`src/rtl/mac_os_tx_scheduler.sv`:
```
// Transmit ordered-set scheduler: TS1/TS2, SKP and idle onto the PHY lane.
// Ports: clk, reset_n, tx_en, os_sel, TS field inputs, ctr_clr -> txdata/txdatak/en_n, os_done, skp_pending, counters.
module mac_os_tx_scheduler #(
   parameter int SKP_INTERVAL = 1180,
   parameter int CTR_W        = 16
) (
   input  logic             clk,
   input  logic             reset_n,
   input  logic             tx_en,
   input  logic [1:0]       os_sel,
   input  logic [7:0]       link_num,
   input  logic             link_pad,
   input  logic [7:0]       lane_num,
   input  logic             lane_pad,
   input  logic [7:0]       n_fts,
   input  logic [7:0]       data_rate_id,
   input  logic [7:0]       train_ctrl,
   input  logic             ctr_clr,
   output logic [7:0]       txdata,
   output logic             txdatak,
   output logic             en_n,
   output logic             os_done,
   output logic             skp_pending,
   output logic [CTR_W-1:0] ts1_sent_ctr,
   output logic [CTR_W-1:0] ts2_sent_ctr
);

   localparam int TW = $clog2(SKP_INTERVAL);
   localparam logic [TW-1:0] T_LAST = TW'(SKP_INTERVAL - 1);
   localparam logic [7:0] COM     = 8'hBC;
   localparam logic [7:0] SKP_SYM = 8'h1C;
   localparam logic [7:0] PAD     = 8'hF7;
   localparam logic [7:0] TS1_ID  = 8'h4A;
   localparam logic [7:0] TS2_ID  = 8'h45;

   typedef enum logic [1:0] {OFF, IDL, TS, SKP} state_t;

   typedef struct packed {
      logic       ts2;
      logic       link_pad;
      logic [7:0] link;
      logic       lane_pad;
      logic [7:0] lane;
      logic [7:0] nfts;
      logic [7:0] dri;
      logic [7:0] tc;
   } snap_t;

   state_t        state, state_nxt;
   logic [3:0]    idx, idx_nxt;
   snap_t         snap, snap_nxt;
   logic [TW-1:0] timer;
   logic          bnd;
   logic [7:0]    data_nxt;
   logic          k_nxt, en_n_nxt, done_nxt;
   logic          ts1_end, ts2_end;

   // State and idx always describe the symbol currently on txdata.
   assign bnd = (state == OFF) || (state == IDL) ||
                (state == TS  && idx == 4'd15) ||
                (state == SKP && idx == 4'd3);

   always_comb begin
      state_nxt = state;
      idx_nxt   = idx + 4'd1;
      snap_nxt  = snap;
      if (bnd) begin
         idx_nxt  = 4'd0;
         snap_nxt = '{ts2: (os_sel == 2'b10),
                      link_pad: link_pad, link: link_num,
                      lane_pad: lane_pad, lane: lane_num,
                      nfts: n_fts, dri: data_rate_id,
                      tc: train_ctrl};
         if (!tx_en)
            state_nxt = OFF;
         else if (skp_pending)
            state_nxt = SKP;
         else if (os_sel == 2'b01 || os_sel == 2'b10)
            state_nxt = TS;
         else
            state_nxt = IDL;
      end
   end

   // Symbol for the next cycle, built from the next state so outputs are registered.
   always_comb begin
      data_nxt = 8'h00;
      k_nxt    = 1'b0;
      en_n_nxt = 1'b0;
      done_nxt = 1'b0;
      unique case (state_nxt)
         OFF: en_n_nxt = 1'b1;
         IDL: data_nxt = 8'h00;
         SKP: begin
            k_nxt    = 1'b1;
            data_nxt = (idx_nxt == 4'd0) ? COM : SKP_SYM;
            done_nxt = (idx_nxt == 4'd3);
         end
         TS: begin
            done_nxt = (idx_nxt == 4'd15);
            unique case (idx_nxt)
               4'd0: begin
                  data_nxt = COM;
                  k_nxt    = 1'b1;
               end
               4'd1: begin
                  data_nxt = snap_nxt.link_pad ? PAD : snap_nxt.link;
                  k_nxt    = snap_nxt.link_pad;
               end
               4'd2: begin
                  data_nxt = snap_nxt.lane_pad ? PAD : snap_nxt.lane;
                  k_nxt    = snap_nxt.lane_pad;
               end
               4'd3:    data_nxt = snap_nxt.nfts;
               4'd4:    data_nxt = snap_nxt.dri;
               4'd5:    data_nxt = snap_nxt.tc;
               default: data_nxt = snap_nxt.ts2 ? TS2_ID : TS1_ID;
            endcase
         end
         default: en_n_nxt = 1'b1;
      endcase
   end

   always_ff @(posedge clk or negedge reset_n) begin
      if (!reset_n) begin
         state   <= OFF;
         idx     <= 4'd0;
         snap    <= '0;
         txdata  <= 8'h00;
         txdatak <= 1'b0;
         en_n    <= 1'b1;
         os_done <= 1'b0;
      end else begin
         state   <= state_nxt;
         idx     <= idx_nxt;
         snap    <= snap_nxt;
         txdata  <= data_nxt;
         txdatak <= k_nxt;
         en_n    <= en_n_nxt;
         os_done <= done_nxt;
      end
   end

   // Timer counts emitted symbols; the SKP start clears it and the request.
   always_ff @(posedge clk or negedge reset_n) begin
      if (!reset_n) begin
         timer       <= '0;
         skp_pending <= 1'b0;
      end else if (state == SKP && idx == 4'd0) begin
         timer       <= '0;
         skp_pending <= 1'b0;
      end else if (!en_n) begin
         if (timer == T_LAST) begin
            timer       <= '0;
            skp_pending <= 1'b1;
         end else begin
            timer <= timer + TW'(1);
         end
      end
   end

   assign ts1_end = (state == TS) && (idx == 4'd15) && !snap.ts2;
   assign ts2_end = (state == TS) && (idx == 4'd15) &&  snap.ts2;

   always_ff @(posedge clk or negedge reset_n) begin
      if (!reset_n) begin
         ts1_sent_ctr <= '0;
         ts2_sent_ctr <= '0;
      end else if (ctr_clr) begin
         ts1_sent_ctr <= '0;
         ts2_sent_ctr <= '0;
      end else begin
         if (ts1_end && ts1_sent_ctr != '1)
            ts1_sent_ctr <= ts1_sent_ctr + CTR_W'(1);
         if (ts2_end && ts2_sent_ctr != '1)
            ts2_sent_ctr <= ts2_sent_ctr + CTR_W'(1);
      end
   end

endmodule

```
`config.mk`:
```
export PLATFORM = sky130hd
export DESIGN_NAME = mac_os_tx_scheduler
export DESIGN_NICKNAME = d
export VERILOG_FILES = /design/src/rtl/mac_os_tx_scheduler.sv
export SDC_FILE = /design/constraint.sdc
export NUM_CORES = 1
export LEC_CHECK = 0
export ABC_AREA = 1
export CAP_MARGIN = 25
export CORE_MARGIN = 8
export CORE_UTILIZATION = 48
export DETAILED_ROUTE_END_ITERATION = 16
export PLACE_DENSITY = 0.76
export SETUP_SLACK_MARGIN = 0.2
export SLEW_MARGIN = 20
export SYNTH_ARGS = -nofsm -noshare
export SYNTH_HDL_FRONTEND = slang
export SYNTH_SLANG_ARGS = --single-unit
```
`constraint.sdc`:
```
create_clock -name clk -period 1.69 [get_ports clk]
set_input_delay 0.169 -clock clk [delete_from_list [all_inputs] [get_ports clk]]
set_output_delay 0.169 -clock clk [all_outputs]
set_load 0.01 [all_outputs]
```
==> impl_metrics.tcl, run 1 <==
set metrics [dict create \
    status "complete, but fails checks" \
    violations "setup timing" \
    ys.flop_type "dfrtp_1" \
    insertion_delay_ns 0.36 \
    dieArea_sq_um 15070 \
    first_pass_iters 5 \
    rsz0062_at_grt "yes" \
    syn_area_sq_um 5473 \
    seq_area_frac_synth 0.4758 \
    irDropWorstVdd_v 0.001284 \
    cellLeakagePower_nw 4.297 \
    slew-limit-headroom 0.5729 \
    root_buffer "clkbuf_16" \
    synth_compound_area_frac 0.08848 \
    die_x_um 122.8 \
    antenna_found_initial 0 \
    grt_pass1_vias 5655 \
    endpoint_kind "flop" \
    avgRoutedWirePerCell_um 15.34 \
    synth-seq-cells 104 \
    cts_tree "done" \
    grt_pass1_wl_mm 26.29 \
    async_flop_share 1.000 \
    hold_viol 0 \
    drv_cap 0 \
    avgSynthCellArea_sq_um 7.528 \
    place_ws_ns -0.3391 \
    h-tree-depth 3 \
    muxShareOfSynthArea 0 \
    synth_fp_nets 781 \
    final.min_clock_period_ns 1.959 \
    hold_class "input port to asynchronous set/reset pin" \
    finalPower_w 0.01495 \
    powerDensity_nw_per_um2 1785 \
    finalWeightedCongestion 0.9249 \
    synth-simple-area-share 0.3285 \
    r2r_slack_ns -0.27 \
    syn_inst 727 \
    ios 92 \
    routed_wl_mm 16.40 \
    synth.distinct_cells 37 \
    hpwl_mm 11.74 \
    final.period_utilization 1.159 \
    ctsLongestPathBuffers 2 \
    nets 975 \
    setup_violations 50 \
    startpoint_type "flop" \
    grt_overflow_total 0 \
    critPathArrivalTime_ns 2.21 \
    synth_edf_count 0 \
    drt_first_iter_violations 540 \
    ant_nets 0 \
    n_antenna_cell 0 \
    tightest_slew_ns 0.6357 \
    grt_max_degree 58 \
    row_count 39 \
    syn2layout_area_growth_pct 52.97 \
    cts_buffers 9 \
    slew_violations 0 \
    synth_top_family_by_area "simple AND/OR/NAND/NOR gates" \
    grtUsageTotal 0.2172 \
    io_buffers 91 \
    initial_core_util 0.4855 \
    fin_ws_ns -0.2687 \
    drive_above_1_share 0.2873 \
    cts_sinks 104 \
    holdWs_ns 0.1824 \
    num-fill-cells 796 \
    vias 5707 \
    fmax_mhz 510.5 \
    clkSlewWorstSetupHoldPaths_ns 0.07 \
    drc 0 \
    core-area_sq_um 11270 \
    synth-adder-area-share 0.01372 \
    die_h_um 122.8 \
    clock_skew_ns 0.005903 \
    synth_xor_area_frac 0.008002 \
    worstSetupPathType "flop to flop" \
    vias_per_cell 5.339 \
    crit_required_ns 1.95 \
    ys_warn_count 0 \
    path_max_fanout 12 \
]
logic make-up (layout without fill, tap and decap cells):
family / after synthesis / after routing
AND/OR/NAND/NOR: 413 / 413
adder cells (fa/ha/maj): 6 / 6
flip-flops: 104 / 104
buffers and inverters: 112 / 311
AO/OA/AOI/OAI: 87 / 87
XOR/XNOR: 5 / 5
stage by stage:
step | instance area (sq um) | setup TNS [ns] | instances | util
floorplan | 5625 | -0.4435 | 727 | -
global placement | 7363 | -5.008 | 1034 | 0.6532
detailed placement | 7363 | -8.810 | 1034 | 0.6532
CTS | 7940 | -4.877 | 1062 | 0.7044
global route | 8372 | -13.13 | 1069 | 0.7427
finish | 8372 | -7.582 | 1069 | 0.7427
worst max-delay path, stage by stage, from the launching register on:
cell and delay, ns:
dfrtp_1 0.42, ha_4 0.21, nand2_4 0.08, nor2_4 0.03
nand2_2 0.10, nand3_4 0.10, buf_12 0.17, buf_12 0.14
nand2_1 0.07, nand2_1 0.07, nand3_1 0.09, nand2_1 0.09
nor2_1 0.10, nand2_1 0.06, nand2_1 0.06, nand2_1 0.04
cells in the mapped netlist, drive strengths merged (2+ instances only):
cell type | n | area (sq um)
clkbuf | 5 | 18.77
nor3 | 18 | 112.6
dfrtp | 103 | 2577
o21bai | 2 | 15.01
nor3b | 2 | 15.01
a21oi | 37 | 188.9
nand4 | 14 | 87.58
inv | 95 | 356.6
ha | 6 | 75.07
o21ai | 35 | 182.7
nor2 | 79 | 329.1
nor4 | 5 | 31.28
nand3 | 51 | 280.3
xor2 | 5 | 43.79
o21a | 5 | 37.54
o31ai | 4 | 30.03
buf | 12 | 92.58
nand2 | 242 | 928.4
report_power, final:
group          total, W  switching (W)  leakage [nW]  internal, W
sequential      0.00380       0.000487          1.31      0.00332
clock           0.00232       0.000972         0.155      0.00134
combinational   0.00883        0.00484          2.83      0.00399
total            0.0149        0.00630          4.30      0.00865
cells in the final DEF, fill, tap and decap left out, types with 12 or more instances in the layout:
cell,synthesis,routed
o21ai_1,8,12
nor2_4,2,17
nor2_2,7,13
dlygate4sd2_1,0,27
dfrtp_1,103,99
o21ai_2,2,12
clkdlybuf4s50_1,0,56
a21oi_1,36,30
nand3_1,49,41
nand4_1,14,14
nand2_2,8,35
buf_4,4,87
nor2_1,70,49
nand2_1,234,198
inv_1,92,84
worst paths after layout:
| kind | from | endpoint | depth (start not counted) |
|---|---|---|---|
| max | idx[0]$_DFF_PN0_ | txdata[2]$_DFF_PN0_ | 15 |
| min | reset_n | ts1_sent_ctr[5]$_DFFE_PN0P_ | 2 |
| max reg2reg | idx[0]$_DFF_PN0_ | txdata[2]$_DFF_PN0_ | 15 |
| min reg2reg | snap[36]$_DFF_PN0_ | snap[36]$_DFF_PN0_ | 2 |
| max in group asynchronous | reset_n | en_n$_DFF_PN1_ | 3 |
| min in group clk | link_num[3] | snap[36]$_DFF_PN0_ | 3 |
area by class of cell:
cell class | count | area (sq um) | share of cell area
Tap cell | 143 | 178.9 | 0.02137
Sequential cell | 104 | 2609 | 0.3116
Multi-Input combinational cell | 511 | 2980 | 0.3560
Clock buffer | 10 | 239.0 | 0.02855
Clock inverter | 6 | 92.59 | 0.01106
Timing Repair Buffer | 200 | 1903 | 0.2273
Inverter | 95 | 369.1 | 0.04409
flip-flops by register name, summed over array words and instances, names as in the netlist:
signal	cells
idx	4
txdata	8
timer	11
en_n	1
state	2
os_done	1
skp_pending	1
snap	43
ts1_sent_ctr	16
txdatak	1
ts2_sent_ctr	16
layer usage:
layer,share of wire,up-vias,global-route usage
met5,0,-,0
met1,0.40,2725,0.2505
li1,-,2700,-
met3,0.063,48,0.04278
met2,0.51,234,0.3778
met4,0.031,0,0.1081
timing repair:
item | in CTS | in global routing
setup buffers | 10 | 7
hold buffers | 1 | 0
gates cloned | 1 | 0
endpoints found under the setup margin | 123 | 108
gates resized for setup | 74 | 100
pin swaps | 18 | 16
hold endpoints to repair | 103 | 0
No activity file was read; power rests on OpenSTA's default activity.
==> inputs of run 2 (changes only) <==
Settings changed: CORE_UTILIZATION 48 to 49, CTS_BUF_LIST set to sky130_fd_sc_hd__clkbuf_8, PLACE_DENSITY 0.76 to 0.77.
==> run 2 against run 1 <==
  * Critical path type unchanged
  * Total power is 20% higher
  * Core utilization increased by 8.2 points
  * First-iteration DRC count increased by 59%
  * The run still ends with setup timing left
  * Clock power fell by 23%
  * Count of clock-buffer cells in the layout is the same
  * Via count up 8.4%
  * Sequential power rose by 2%
  * Setup slack lost 0.25 ns
  * Critical path depth did not move
  * Combinational power up 38%
  * Flip-flop and latch count stayed put
  * Register-to-register slack got worse by 0.25 ns
==> impl_metrics.tcl, run 2 (same netlist as run 1, synthesis figures left out) <==
set metrics [dict create \
    root_buffer "clkbuf_8" \
    cp.depth 15 \
    powerDensity_nw_per_um2 1993 \
    vias 6187 \
    slew-limit-headroom 0.6780 \
    clkSlewWorstSetupHoldPaths_ns 0.10 \
    cellLeakagePower_nw 4.576 \
    die_h_um 121.7 \
    nets 1012 \
    grt_overflow_total 0 \
    cts_buffers 9 \
    h-tree-depth 3 \
    top_register "snap" \
    reg2reg_depth 15 \
    r2r_slack_ns -0.52 \
    io_buffers 91 \
    avgRoutedWirePerCell_um 18.20 \
    die_x_um 121.7 \
    n_antenna_cell 0 \
    irDropWorstVdd_v 0.001393 \
    worstSetupPathType "flop to flop" \
    cp_top_family "simple AND/OR/NAND/NOR gates" \
    drive_above_1_share 0.3780 \
    drc 0 \
    slowest_stage "dfrtp_1" \
    pwr-share-clk 0.100 \
    critPathArrivalTime_ns 2.50 \
    antenna_found_initial 0 \
    grt_pass1_wl_mm 27.51 \
    layout_commonest_cell "nand2_1" \
    hold_class "input port to asynchronous set/reset pin" \
    ant_nets 0 \
    endpoint_kind "flop" \
    final.min_clock_period_ns 2.207 \
    worstSetupEndpoint "txdata[4]$_DFF_PN0_" \
    tightest_slew_ns 0.4793 \
    slew_violations 0 \
    switching_share 0.4575 \
    fin_ws_ns -0.5167 \
    top_regs "snap x43, ts1_sent_ctr x16, ts2_sent_ctr x16" \
    worst_r2r_startpoint "idx[0]$_DFF_PN0_" \
    grt_max_degree 49 \
    dpl_cell_area_sq_um 7392 \
    clock_skew_ns 0.01185 \
    cts_tree "done" \
    crit_required_ns 1.99 \
    ctsLongestPathBuffers 2 \
    pwr-share-comb 0.683 \
    first_pass_iters 5 \
    drv_cap 0 \
    rsz0062_at_grt "yes" \
    dieArea_sq_um 14810 \
    syn2layout_area_growth_pct 64.08 \
    largest_reg_flops 43 \
    ios 92 \
    vias_per_cell 5.609 \
    hold_viol 0 \
    cts_sinks 104 \
    path_buf_inv 2 \
    path_max_fanout 8 \
    violations "setup timing" \
    grtUsageTotal 0.2300 \
    status "complete, but fails checks" \
    holdWs_ns 0.2390 \
    finalWeightedCongestion 1.000 \
    place_ws_ns -0.3252 \
    final.period_utilization 1.306 \
    setup_violations 65 \
    r2r-end "txdata[4]$_DFF_PN0_" \
    seq_power_share 0.217 \
    final_cells 1103 \
    layout_common_cells "nand2_1, dfrtp_1, buf_4, inv_1" \
    critPathMaxStageDelay_ns 0.43 \
    power.switching_w 0.008189 \
    crit_path_frequent_cell "nand2_1" \
    fmax_mhz 453.2 \
    insertion_delay_ns 0.40 \
    startpoint_type "flop" \
    post-route-util 0.8248 \
    dp.cells 1037 \
    grt_pass1_vias 5865 \
    final_cell_area_sq_um 8980 \
    cp-startpoint "idx[0]$_DFF_PN0_" \
    routed_wl_mm 20.07 \
    initial_core_util 0.5026 \
    core-area_sq_um 10890 \
    num-fill-cells 600 \
    drt_first_iter_violations 860 \
    cp_cell_sequence "ha_4, nand2_2, nor2_2, nand2_2, nand3_4, buf_4, buf_6, nand2_1, nand2_2, nand3_1, nand2_1, nor2_1, nand2_1, nand2_1, nand2_1" \
    p_int_w 0.009709 \
    row_count 38 \
    hpwl_mm 11.74 \
]
[run 2: cell types whose count changed in the layout (fill, tap and decap cells not counted), moves of 9 or more]
cell           previous run  this run
nand2_1                 198       142
nand2_4                   9        53
buf_6                    10        31
buf_4                    87        99
nand2_2                  35        46
inv_2                     6        16
clkbuf_8                  1        10
dlygate4sd2_1            27        36
[run 2: repair_timing]
action | 4_1_cts | 5_1_grt
pin swaps | 32 | 31
setup buffers | 29 | 11
endpoints found under the setup margin | 125 | 104
hold buffers | 1 | 0
gates resized for setup | 125 | 180
cloned | 1 | 8
endpoints found under the hold margin | 22 | 0
[run 2: cell type report]
type	count	area (sq um)	area share
clock inverter	6	83.83	0.009335
sequential	104	2608	0.2904
clock buffer	10	137.6	0.01533
multi-input combinational	512	3331	0.3709
timing repair buffer	236	2278	0.2537
tap	140	175.2	0.01951
inverter	95	366.6	0.04082
[run 2: metal layers]
metal | vias up | track usage | wire length [um]
met5 | - | 0 | 0
met4 | 0 | 0.1187 | 1030
met3 | 88 | 0.04627 | 1499
met2 | 374 | 0.3913 | 10170
met1 | 2936 | 0.2711 | 7368
li1 | 2789 | - | -
[run 2: how the worst min path moves through the flow]
| stage | endpoint | slack (ns) | cells after the start |
|---|---|---|---|
| 2_1_floorplan | idx[0]$_DFF_PN0_ | -0.13 | 0 |
| 3_3_place_gp | ts1_sent_ctr[5]$_DFFE_PN0P_ | 0.12 | 1 |
| 3_5_place_dp | ts1_sent_ctr[7]$_DFFE_PN0P_ | 0.12 | 1 |
| 4_1_cts | ts1_sent_ctr[7]$_DFFE_PN0P_ | 0.24 | 2 |
| 5_1_grt | ts1_sent_ctr[5]$_DFFE_PN0P_ | 0.26 | 2 |
| 6_report | ts1_sent_ctr[7]$_DFFE_PN0P_ | 0.24 | 2 |
[run 2: power groups by stage]
stage / clock network (W) / registers, W / logic, W
5_1_grt: 0.00190 / 0.00393 / 0.0129
2_1_floorplan: 0 / 0.00371 / 0.00440
3_3_place_gp: 0 / 0.00372 / 0.00776
3_5_place_dp: 0 / 0.00375 / 0.00797
6_report: 0.00178 / 0.00389 / 0.0122
4_1_cts: 0.00177 / 0.00374 / 0.00885
[run 2: metrics by stage]
stage | TNS [ns] | power, W
6_report | -10.06 | 0.01790
5_1_grt | -15.99 | 0.01876
4_1_cts | -3.422 | 0.01435
3_5_place_dp | -7.680 | 0.01172
3_3_place_gp | -4.620 | 0.01148
2_1_floorplan | -0.4435 | 0.008114
==> inputs of run 3 (changes only) <==
Settings changed: CELL_PAD_IN_SITES_DETAIL_PLACEMENT set to 1, CELL_PAD_IN_SITES_GLOBAL_PLACEMENT set to 1, CORE_UTILIZATION 49 to 36, PLACE_DENSITY 0.77 to not set, PLACE_DENSITY_LB_ADDON set to 0.1.
==> run 3 against run 2 <==
  * The run still ends with setup timing left
  * Critical path type unchanged
  * Register-to-register slack worse by 0.09 ns
  * Critical endpoint is now txdata[5]$_DFF_PN0_
  * Clock power is 4% lower
  * Via count is 1.4% higher
  * Non-clock buffer count is 21 higher
  * Fmax is 3.8% lower
  * Setup slack worse by 0.087 ns
==> impl_metrics.tcl, run 3 (same netlist as run 1, synthesis figures left out) <==
set metrics [dict create \
    status "complete, but fails checks" \
    violations "setup timing" \
    antenna_found_initial 0 \
    powerDensity_nw_per_um2 1986 \
    irDropWorstVdd_v 0.001371 \
    grt_overflow_total 0 \
    cp-startpoint "idx[1]$_DFF_PN0_" \
    drv_cap 0 \
    grt_pass1_vias 6454 \
    holdWs_ns 0.2144 \
    grt_use_met1 0.2418 \
    place_ws_ns -0.4958 \
    top_regs "snap x43, ts1_sent_ctr x16, ts2_sent_ctr x16" \
    slew_violations 0 \
    vias 6272 \
    first_pass_iters 5 \
    reg2reg_depth 14 \
    path_max_fanout 5 \
    layout_commonest_cell "nand2_1" \
    dieArea_sq_um 19400 \
    worstSetupEndpoint "txdata[5]$_DFF_PN0_" \
    die_x_um 139.3 \
    worstSetupPathType "flop to flop" \
    syn2layout_area_growth_pct 79.93 \
    core-area_sq_um 15030 \
    cts_buffers 9 \
    grt_util_met2 0.3896 \
    ctsLongestPathBuffers 2 \
    ant_nets 0 \
    r2r-end "txdata[5]$_DFF_PN0_" \
    cts_tree "done" \
    final.min_clock_period_ns 2.294 \
    finalWeightedCongestion 0.8643 \
    clock_skew_ns 0.01650 \
    crit_required_ns 2.03 \
    post-route-util 0.6550 \
    drc 0 \
    drive_above_1_share 0.4547 \
    vias_per_cell 5.356 \
    fmax_mhz 436.0 \
    largest_reg_flops 43 \
    fin_ws_ns -0.6037 \
    routed_wl_mm 25.81 \
    finalPower_w 0.01956 \
    grtUsageMet3 0.04514 \
    top_register "snap" \
    row_count 45 \
    rsz0062_at_grt "yes" \
    endpoint_kind "flop" \
    cts_sinks 104 \
    slew-limit-headroom 0.5587 \
    drt_first_iter_violations 305 \
    r2r_slack_ns -0.60 \
    avgRoutedWirePerCell_um 22.04 \
    startpoint_type "flop" \
    cellLeakagePower_nw 4.869 \
    tightest_slew_ns 0.6569 \
    insertion_delay_ns 0.40 \
    initial_core_util 0.3640 \
    h-tree-depth 3 \
    num-fill-cells 1661 \
    worst_r2r_startpoint "idx[1]$_DFF_PN0_" \
    dp.cells 1093 \
    hold_viol 0 \
    n_antenna_cell 0 \
    gr-max-usage-layer "met2" \
    hold_class "input port to asynchronous set/reset pin" \
    final_cells 1171 \
    grt_pass1_wl_mm 33.03 \
    io_buffers 91 \
    grt_max_degree 38 \
    root_buffer "clkbuf_8" \
    grtUsageTotal 0.2112 \
    die_h_um 139.3 \
    hpwl_mm 14.20 \
    setup_violations 76 \
    clkSlewWorstSetupHoldPaths_ns 0.11 \
    ios 92 \
    nets 1032 \
    critPathArrivalTime_ns 2.64 \
    final.period_utilization 1.357 \
    layout_common_cells "nand2_1, dfrtp_1, buf_4, inv_1, nand2_4" \
]
-- run 3: repair_timing --
action / in CTS / in global routing
resized for setup: 196 / 250
gates cloned: 2 / 5
hold buffers: 1 / 0
endpoints found under the hold margin: 89 / 0
buffers inserted: 27 / 27
endpoints found under the setup margin: 135 / 107
pin swaps: 52 / 81
-- run 3: report_power, final --
group          internal [W]  switching, W  total (W)  leakage (nW)
clock network      0.000699       0.00100    0.00170        0.0960
logic               0.00619       0.00775     0.0139          3.46
registers           0.00331      0.000599    0.00391          1.32
total                0.0102       0.00935     0.0196          4.87
-- run 3: cell type report --
type / count / area [sq um] / share of cell area
clock inverters: 7 / 80.08 / 0.008132
flip-flops and latches: 104 / 2606 / 0.2647
clock buffers: 9 / 123.9 / 0.01258
well taps: 188 / 235.2 / 0.02389
inverters: 95 / 381.6 / 0.03875
multi-input cells: 511 / 3790 / 0.3849
repair buffers: 257 / 2630 / 0.2671
-- run 3: worst min-delay path by stage --
stage / startpoint / to / cells past startpoint
after detailed placement: reset_n / snap[8]$_DFF_PN0_ / 1
after CTS: reset_n / snap[24]$_DFF_PN0_ / 2
final: reset_n / txdata[1]$_DFF_PN0_ / 2
after global routing: reset_n / snap[14]$_DFF_PN0_ / 2
after floorplan: reset_n / idx[0]$_DFF_PN0_ / 0
after global placement: reset_n / snap[8]$_DFF_PN0_ / 1
-- run 3: through the flow --
| step | setup TNS, ns | area [sq um] |
|---|---|---|
| after floorplan | -0.4435 | 5625 |
| after global placement | -6.168 | 7512 |
| after detailed placement | -9.518 | 7512 |
| after CTS | -9.016 | 8512 |
| after global routing | -21.11 | 9847 |
| final | -15.93 | 9847 |
-- run 3: worst max-delay path, cell delays in order, from the launching register on --
cell and delay [ns]:
dfrtp_1 0.43, ha_4 0.21, nand2_4 0.07, nor2_4 0.04
nand2_4 0.09, nand3_4 0.14, buf_6 0.17, buf_6 0.11
nor3_4 0.24, nand2_2 0.20, nor2_1 0.19, nor2_1 0.09
nand2_1 0.10, nand2_1 0.09, nand2_1 0.08
-- run 3: metal layers --
| metal | wire [um] | vias up |
|---|---|---|
| met5 | 0 | - |
| met4 | 1008 | 0 |
| met2 | 13820 | 187 |
| met3 | 1088 | 69 |
| li1 | - | 2810 |
| met1 | 9892 | 3206 |
